## config.mk

```make
export PLATFORM = sky130hd
export DESIGN_NAME = tft_fb_arbiter
export DESIGN_NICKNAME = d
export VERILOG_FILES = /design/src/rtl/tft_fb_arbiter.sv
export SDC_FILE = /design/constraint.sdc
export NUM_CORES = 1
export LEC_CHECK = 0
export CAP_MARGIN = 5
export CORE_MARGIN = 2
export CORE_UTILIZATION = 41
export CTS_CLUSTER_SIZE = 25
export DETAILED_ROUTE_END_ITERATION = 8
export PLACE_DENSITY = 0.76
export SETUP_SLACK_MARGIN = 0.02
export SLEW_MARGIN = 10
export SYNTH_ARGS = -nofsm -noshare
export SYNTH_HDL_FRONTEND = slang
export SYNTH_SLANG_ARGS = --single-unit
export TNS_END_PERCENT = 20
```

## constraint.sdc

```tcl
create_clock -name clock -period 8.5 [get_ports clock]
set_input_delay 1.7 -clock clock [delete_from_list [all_inputs] [get_ports clock]]
set_output_delay 1.7 -clock clock [all_outputs]
set_load 0.1 [all_outputs]
```

## src/rtl/tft_fb_arbiter.sv

```systemverilog
// Framebuffer RAM arbiter: display scan-out reads always win the single RAM port,
// the drawing writer is granted only in slots where no scan-out pixel is requested.
module tft_fb_arbiter #(
    parameter int H_ACTIVE = 800,
    parameter int V_ACTIVE = 480,
    parameter int DATA_W   = 24,
    parameter int ADDR_W   = 19,
    parameter int RD_LAT   = 2
) (
    input  logic              clock,
    input  logic              reset,
    input  logic              enable,
    input  logic              vs,
    input  logic              pix_req,
    input  logic [9:0]        pix_x,
    input  logic [8:0]        pix_y,
    input  logic              wr_valid,
    output logic              wr_ready,
    input  logic [ADDR_W-1:0] wr_addr,
    input  logic [DATA_W-1:0] wr_data,
    output logic [ADDR_W-1:0] mem_addr,
    output logic              mem_we,
    output logic [DATA_W-1:0] mem_wdata,
    input  logic [DATA_W-1:0] mem_rdata,
    output logic              pix_valid,
    output logic [DATA_W-1:0] pix_data,
    output logic              frame_start,
    output logic              err_oob,
    output logic [15:0]       stall_cnt
);

    localparam logic [9:0]        H_LIM       = 10'(H_ACTIVE);
    localparam logic [8:0]        V_LIM       = 9'(V_ACTIVE);
    localparam logic [ADDR_W-1:0] H_STRIDE    = ADDR_W'(H_ACTIVE);
    localparam logic [ADDR_W:0]   PIX_TOTAL_C = (ADDR_W + 1)'(H_ACTIVE * V_ACTIVE);

    typedef enum logic [1:0] {
        ST_OFF  = 2'd0,
        ST_WAIT = 2'd1,
        ST_RUN  = 2'd2
    } state_t;

    state_t              state_r;
    state_t              state_n_s;
    logic                vs_d_r;
    logic [RD_LAT:0]     vld_pipe_r;
    logic [ADDR_W-1:0]   mem_addr_r;
    logic                mem_we_r;
    logic [DATA_W-1:0]   mem_wdata_r;
    logic                frame_start_r;
    logic                err_oob_r;
    logic [15:0]         stall_cnt_r;

    logic                vs_fall_s;
    logic                run_blk_s;
    logic                rd_issue_s;
    logic                wr_ready_s;
    logic                wr_acc_s;
    logic                wr_inb_s;
    logic [ADDR_W-1:0]   rd_lin_s;

    // Slot ownership and address decode for the current cycle.
    assign vs_fall_s  = vs_d_r & ~vs;
    assign run_blk_s  = (state_r == ST_RUN) & pix_req;
    assign rd_issue_s = run_blk_s & (pix_x < H_LIM) & (pix_y < V_LIM);
    assign wr_ready_s = ~run_blk_s;
    assign wr_acc_s   = wr_valid & wr_ready_s;
    assign wr_inb_s   = ({1'b0, wr_addr} < PIX_TOTAL_C);
    // The operands are widened to the full address width before the multiply.
    assign rd_lin_s   = (ADDR_W'(pix_y) * H_STRIDE) + ADDR_W'(pix_x);

    // Scan-out enable / vsync alignment next-state logic.
    always_comb begin
        state_n_s = state_r;
        if (!enable) begin
            state_n_s = ST_OFF;
        end else begin
            case (state_r)
                ST_OFF:  state_n_s = ST_WAIT;
                ST_WAIT: begin
                    if (vs_fall_s) begin
                        state_n_s = ST_RUN;
                    end else begin
                        state_n_s = ST_WAIT;
                    end
                end
                ST_RUN:  state_n_s = ST_RUN;
                default: state_n_s = ST_OFF;
            endcase
        end
    end

    // State, vsync history and read-valid pipeline registers.
    always_ff @(posedge clock) begin
        if (reset) begin
            state_r    <= ST_OFF;
            vs_d_r     <= 1'b1;
            vld_pipe_r <= '0;
        end else begin
            state_r    <= state_n_s;
            vs_d_r     <= vs;
            vld_pipe_r <= {vld_pipe_r[RD_LAT-1:0], rd_issue_s};
        end
    end

    // RAM command, frame pulse, sticky error and stall counter registers.
    always_ff @(posedge clock) begin
        if (reset) begin
            mem_addr_r    <= '0;
            mem_we_r      <= 1'b0;
            mem_wdata_r   <= '0;
            frame_start_r <= 1'b0;
            err_oob_r     <= 1'b0;
            stall_cnt_r   <= 16'h0000;
        end else begin
            frame_start_r <= enable & vs_fall_s & (state_r != ST_OFF);
            if (rd_issue_s) begin
                mem_addr_r <= rd_lin_s;
                mem_we_r   <= 1'b0;
            end else if (wr_acc_s) begin
                mem_addr_r  <= wr_addr;
                mem_wdata_r <= wr_data;
                mem_we_r    <= wr_inb_s;
                if (!wr_inb_s) begin
                    err_oob_r <= 1'b1;
                end
            end else begin
                mem_we_r <= 1'b0;
            end
            if (wr_valid && !wr_ready_s && (stall_cnt_r != 16'hFFFF)) begin
                stall_cnt_r <= stall_cnt_r + 16'd1;
            end
        end
    end

    assign wr_ready    = wr_ready_s;
    assign mem_addr    = mem_addr_r;
    assign mem_we      = mem_we_r;
    assign mem_wdata   = mem_wdata_r;
    assign frame_start = frame_start_r;
    assign err_oob     = err_oob_r;
    assign stall_cnt   = stall_cnt_r;
    // Data is taken straight from the RAM so the latency stays exactly RD_LAT+1.
    assign pix_valid   = vld_pipe_r[RD_LAT];
    assign pix_data    = vld_pipe_r[RD_LAT] ? mem_rdata : {DATA_W{1'b0}};

endmodule

```

## Yosys cells after proc, flatten, opt, wreduce, memory -nomap -nowiden

Cells that the tools add are included.

| word-level totals | value |
|---|---|
| memory bits (read-only) | 0 |
| memories kept | 0 |
| logic and storage cells | 45 |
| bits in latches | 0 |
| bits of input ports | 92 |
| bits in registers | 68 |
| RAM bits | 0 |

| operators by class | value |
|---|---|
| order comparisons | 3 |
| shift operators | 0 |
| equality and inequality tests | 3 |
| multiply operators | 1 |
| divide/modulo/power cells | 0 |
| reductions and logical operators | 9 |
| bitwise gates (word level) | 13 |
| mux-type cells | 5 |
| add/subtract/negate cells | 2 |

Operators by type and width:

| cell | number |
|---|---|
| $mux W19 | 2 |
| $mux W24 | 1 |
| $add A19 B10 Y19 | 1 |
| $lt A19 B19 Y1 const B | 1 |
| $add A16 B1 Y16 const B | 1 |
| $ne A16 B16 Y1 const B | 1 |
| $mul A9 B5 Y14 const B | 1 |
| $lt A10 B10 Y1 const B | 1 |
| $lt A9 B9 Y1 const B | 1 |
| $and A1 B1 Y1 | 7 |
| $not A1 Y1 | 6 |
| $pmux W2 S3 | 1 |
| $reduce_bool A2 Y1 | 2 |
| $reduce_and A3 Y1 | 1 |
| $reduce_or A3 Y1 | 1 |
| $eq A2 B1 Y1 const B | 1 |
| $eq A2 B2 Y1 const B | 1 |
| $logic_and A1 B1 Y1 | 2 |
| $logic_not A2 Y1 | 1 |
| $mux W2 | 1 |
| $reduce_and A2 Y1 | 1 |
| $reduce_or A2 Y1 | 1 |

## Depth between registers and ports, before layout

| depth | value |
|---|---|
| word-level depth | 6 |
| depth in mapped cells | 13 |
| depth with buffers taken out | 13 |

## Least setup slack after synthesis

Ideal clock, no wire load.

| timing path | value |
|---|---|
| kind | input port to flip-flop |
| start point | in pix_y[3] |
| end point | reg mem_addr_r[18] (netlist: mem_addr[18]) |
| arrival | 4.577 ns |
| stages | 13 |
| setup slack | 3.793 ns |
| library setup time | 0.130 ns |
| path through | ha_1 > ha_1 > inv_1 > fa_1 > inv_1 > ha_1 > a21o_1 > a221oi_1 > xnor2_1 > nand4b_1 > nor4_2 > xnor2_1 > o22ai_1 |

| between the ends | value |
|---|---|
| longest elaborated chain between the ends | 3 |
| elaborated cells on any way between the ends | 6 |
| those cells by class | add/sub: 1; mul: 1; order compare: 1; mux: 1; bitwise: 1; reduce/logical: 1 |

Ends and longest elaborated chain:

| element | line | text |
|---|---|---|
| start: declaration | 16 | `input logic [8:0] pix_y,` |
| $mul A9 B5 Y14 / $lt A9 B9 Y1 (equally long branches) | 70, 65 |  |
| $add A19 B10 Y19 / $and A1 B1 Y1 (equally long branches) | 70, 65 |  |
| $mux W19 / $reduce_bool A2 Y1 (equally long branches) | -- |  |
| end signal: assignment | 118 | `mem_addr_r <= rd_lin_s;` |
| end signal: assignment | 121 | `mem_addr_r <= wr_addr;` |
| end: declaration | 47 | `logic [ADDR_W-1:0] mem_addr_r;` |

Parallel ways exist; a longest one is shown, timed or not.
A chain may end at the register's enable or synchronous reset.

## Worst setup path in the final report

| timing path | value |
|---|---|
| start point | in pix_req |
| end point | out wr_ready |

| between the ends | value |
|---|---|
| longest elaborated chain between the ends | 2 |

Ends and longest elaborated chain:

| element | line | text |
|---|---|---|
| start: declaration | 14 | `input logic pix_req,` |
| $and A1 B1 Y1 | 64 | `assign run_blk_s = (state_r == ST_RUN) & pix_req;` |
| $not A1 Y1 | 66 | `assign wr_ready_s = ~run_blk_s;` |
| end: declaration | 18 | `output logic wr_ready,` |

No other way between the ends.

==> flow_summary.yaml <==
clocking:
  cts.htree.levels: 3
  cts_root_buffer: "clkbuf_8"
  hold_buffers: 0
  postCtsSetupBuffers: 0
  numClockSinks: 68
  cts_resized: 0
  cts_buffer_depth: 2
  cts_tree: "yes"
  clkLatencyLatePin_ns: 0.33
  numCtsBuffers: 9
  clk_transition_reported_paths_ns: 0.07
route:
  drtPass1Iterations: 4
  wl_per_cell_um: 15.6
  num_vias: 3847
  wl_um: 11800
  drc: 0
  drtIter0Drc: 114
  via_per_inst: 5.10
  ant_nets: 0
floorplanning:
  fp.dieW_um: 101
  core_area_um2: 9200
  ios: 180
  num_rows: 35
  initial_core_util: 0.419
  die_h_um: 101
  die_area_um2: 10200
yosys:
  ys_seq_elements: 68
  synth.most_common_cell: "nand2_1"
  synth_area_um2: 3850
  synth_cell_types: 49
  ys_seq_area_frac: 0.353
  yosysTopAreaCellShare: 0.353
  synth_largest_area_cell: "dfxtp_1"
  synth_compound_area_frac: 0.162
  synth_fp_nets: 598
  muxShareOfSynthArea: 0.00552
  synthFlopType: "dfxtp_1"
  synth_adder_area_share: 0.149
  yosys.area_share.simple: 0.223
  syn_avg_cell_area_um2: 8.33
  synth_area_leaders: "dfxtp_1 (35%), ha_1 (12%), nand2_1 (7.5%), a21oi_1 (6.5%), and2_1 (4.1%)"
  synth_warnings: 0
  yosys-top-cells-count: "nand2_1 (77), dfxtp_1 (68), a21oi_1 (50)"
  postSynthCellCount: 463
  async_flop_share: 0
  synth_top_family_by_area: "simple AND/OR/NAND/NOR gates"
  synth_edf_count: 0
  synthXorXnorAreaFrac: 0.0704
placement:
  hpwl_um: 9520
  dp_cells: 739
  io_buffers: 179
  gp_congestion: 0.863
  dpl-instance-area_um2: 5740
  pre_cts_slack_ns: 3.06
sta:
  skew_ns: 0.00978
  slew_headroom: 0.270
  max_freq_mhz: 193
  worst_slack_ns: 3.31
  worst_pin_slew_ns: 1.09
  fin_crit_ns: 5.19
  fin_tns_setup_ns: 0
  finalSetupViolCount: 0
  hold_viol: 0
  rsz0062_at_grt: "false"
  period_share: 0.611
  finalMaxSlewViolations: 0
critical_path:
  required_ns: 6.80
  endpoint_kind: "output pin"
  worst-path-max-fanout: 5
  crit_top_cell: "clkdlybuf4s50_1"
  cpPeakStageDelay_ns: 1.18
  slowest_stage: "clkdlybuf4s50_1"
  crit_chain: "clkdlybuf4s50_1 -> nand3b_1 -> clkdlybuf4s50_1"
  start_kind: "input port"
  path_class: "input port to output pin"
  arrival_ns: 3.49
cells_and_area:
  n_fill_cell: 788
  drive_above_1_share: 0.0481
  diodes: 0
  nets: 774
  fin_util: 0.646
  layoutNonFillerInstCount: 755
  stdcell_area_um2: 5940
  syn_to_final_growth_pct: 54.2
status:
  status: "completed"
global_routing:
  grt_max_degree: 67
  antenna_found_initial: 0
  grt_pass1_vias: 3666
  grt_use_total: 0.225
  grt_overflow: 0
  grt_first_pass_wirelength_um: 18000
worst_hold_path:
  hp-class: "flop to flop"
power_and_ir_drop:
  power_density_nw_per_um2: 161
  vdd_ir_drop_max_uv: 87.1
  p_leak_nw: 2.37
run:
  maxCapViolations: 0
worst max-delay path: cells and delay by family:
kind	cells	cell delay, ns
buffers and inverters	2	1.58
AND/OR/NAND/NOR	1	0.21
cell type report:
type	instances	area (µm²)	area share
clock buffer	11	141	0.0238
clock inverter	5	61.3	0.0103
inverter	19	71.3	0.0120
multi-input combinational	358	2350	0.396
sequential	68	1360	0.229
tap	111	139	0.0234
timing repair buffer	183	1820	0.306
final timing paths:
check / start / endpoint / slack (ns) / depth (start not counted)
worst max-delay path: pix_req / wr_ready / 3.31 / 3
worst min register to register: vld_pipe_r[1] / vld_pipe_r[2] / 0.45 / 1
worst max register to register: stall_cnt[3] / stall_cnt[5] / 6.37 / 7
worst min-delay path: vld_pipe_r[1] / vld_pipe_r[2] / 0.45 / 1
cells in the final DEF (no fill, tap or decap), types with 5 or more instances in the layout:
cell             instances
clkdlybuf4s50_1        178
nand2_1                 77
dfxtp_1                 68
a21oi_1                 50
ha_1                    38
nor2_1                  37
and2_1                  25
inv_1                   19
xor2_1                  17
a22oi_1                 16
xnor2_1                 14
nand3_1                 12
o21ai_0                 10
clkbuf_8                10
nor2b_1                  5
fa_1                     5
cells by family (layout without fill, tap and decap cells):
group	after synthesis	after routing
compound gates	102	102
xor+xnor	31	31
fa+ha+maj	43	43
buf+inv	37	218
flops	68	68
mux	2	2
simple gates	180	180
through the flow:
stage               total power (W)  hold WS, ns
floorplan                  0.000588        0.414
global placement           0.000686        0.427
global route                0.00100        0.477
detailed placement         0.000694        0.427
finish                     0.000955        0.446
CTS                        0.000962        0.444
state kept, by name, indices dropped and copies added, names as in the netlist, 2 cells and up:
register / cells
mem_wdata: 24
mem_addr: 19
stall_cnt: 16
vld_pipe_r: 3
state_r: 2
routing by layer:
layer / routed length [µm] / vias up / GRT usage
met5: 0 / - / 0
li1: - / 1936 / -
met1: 4510 / 1774 / 0.237
met4: 314 / 0 / 0.0915
met2: 6210 / 117 / 0.427
met3: 779 / 20 / 0.0506
report_power, final:
group | switching, W | internal, W | total, W
sequential | 0.00000615 | 0.000331 | 0.000337
combinational | 0.000216 | 0.000134 | 0.000350
clock | 0.000124 | 0.000144 | 0.000268
total | 0.000346 | 0.000609 | 0.000955
Power figures use the tool's default switching activity.
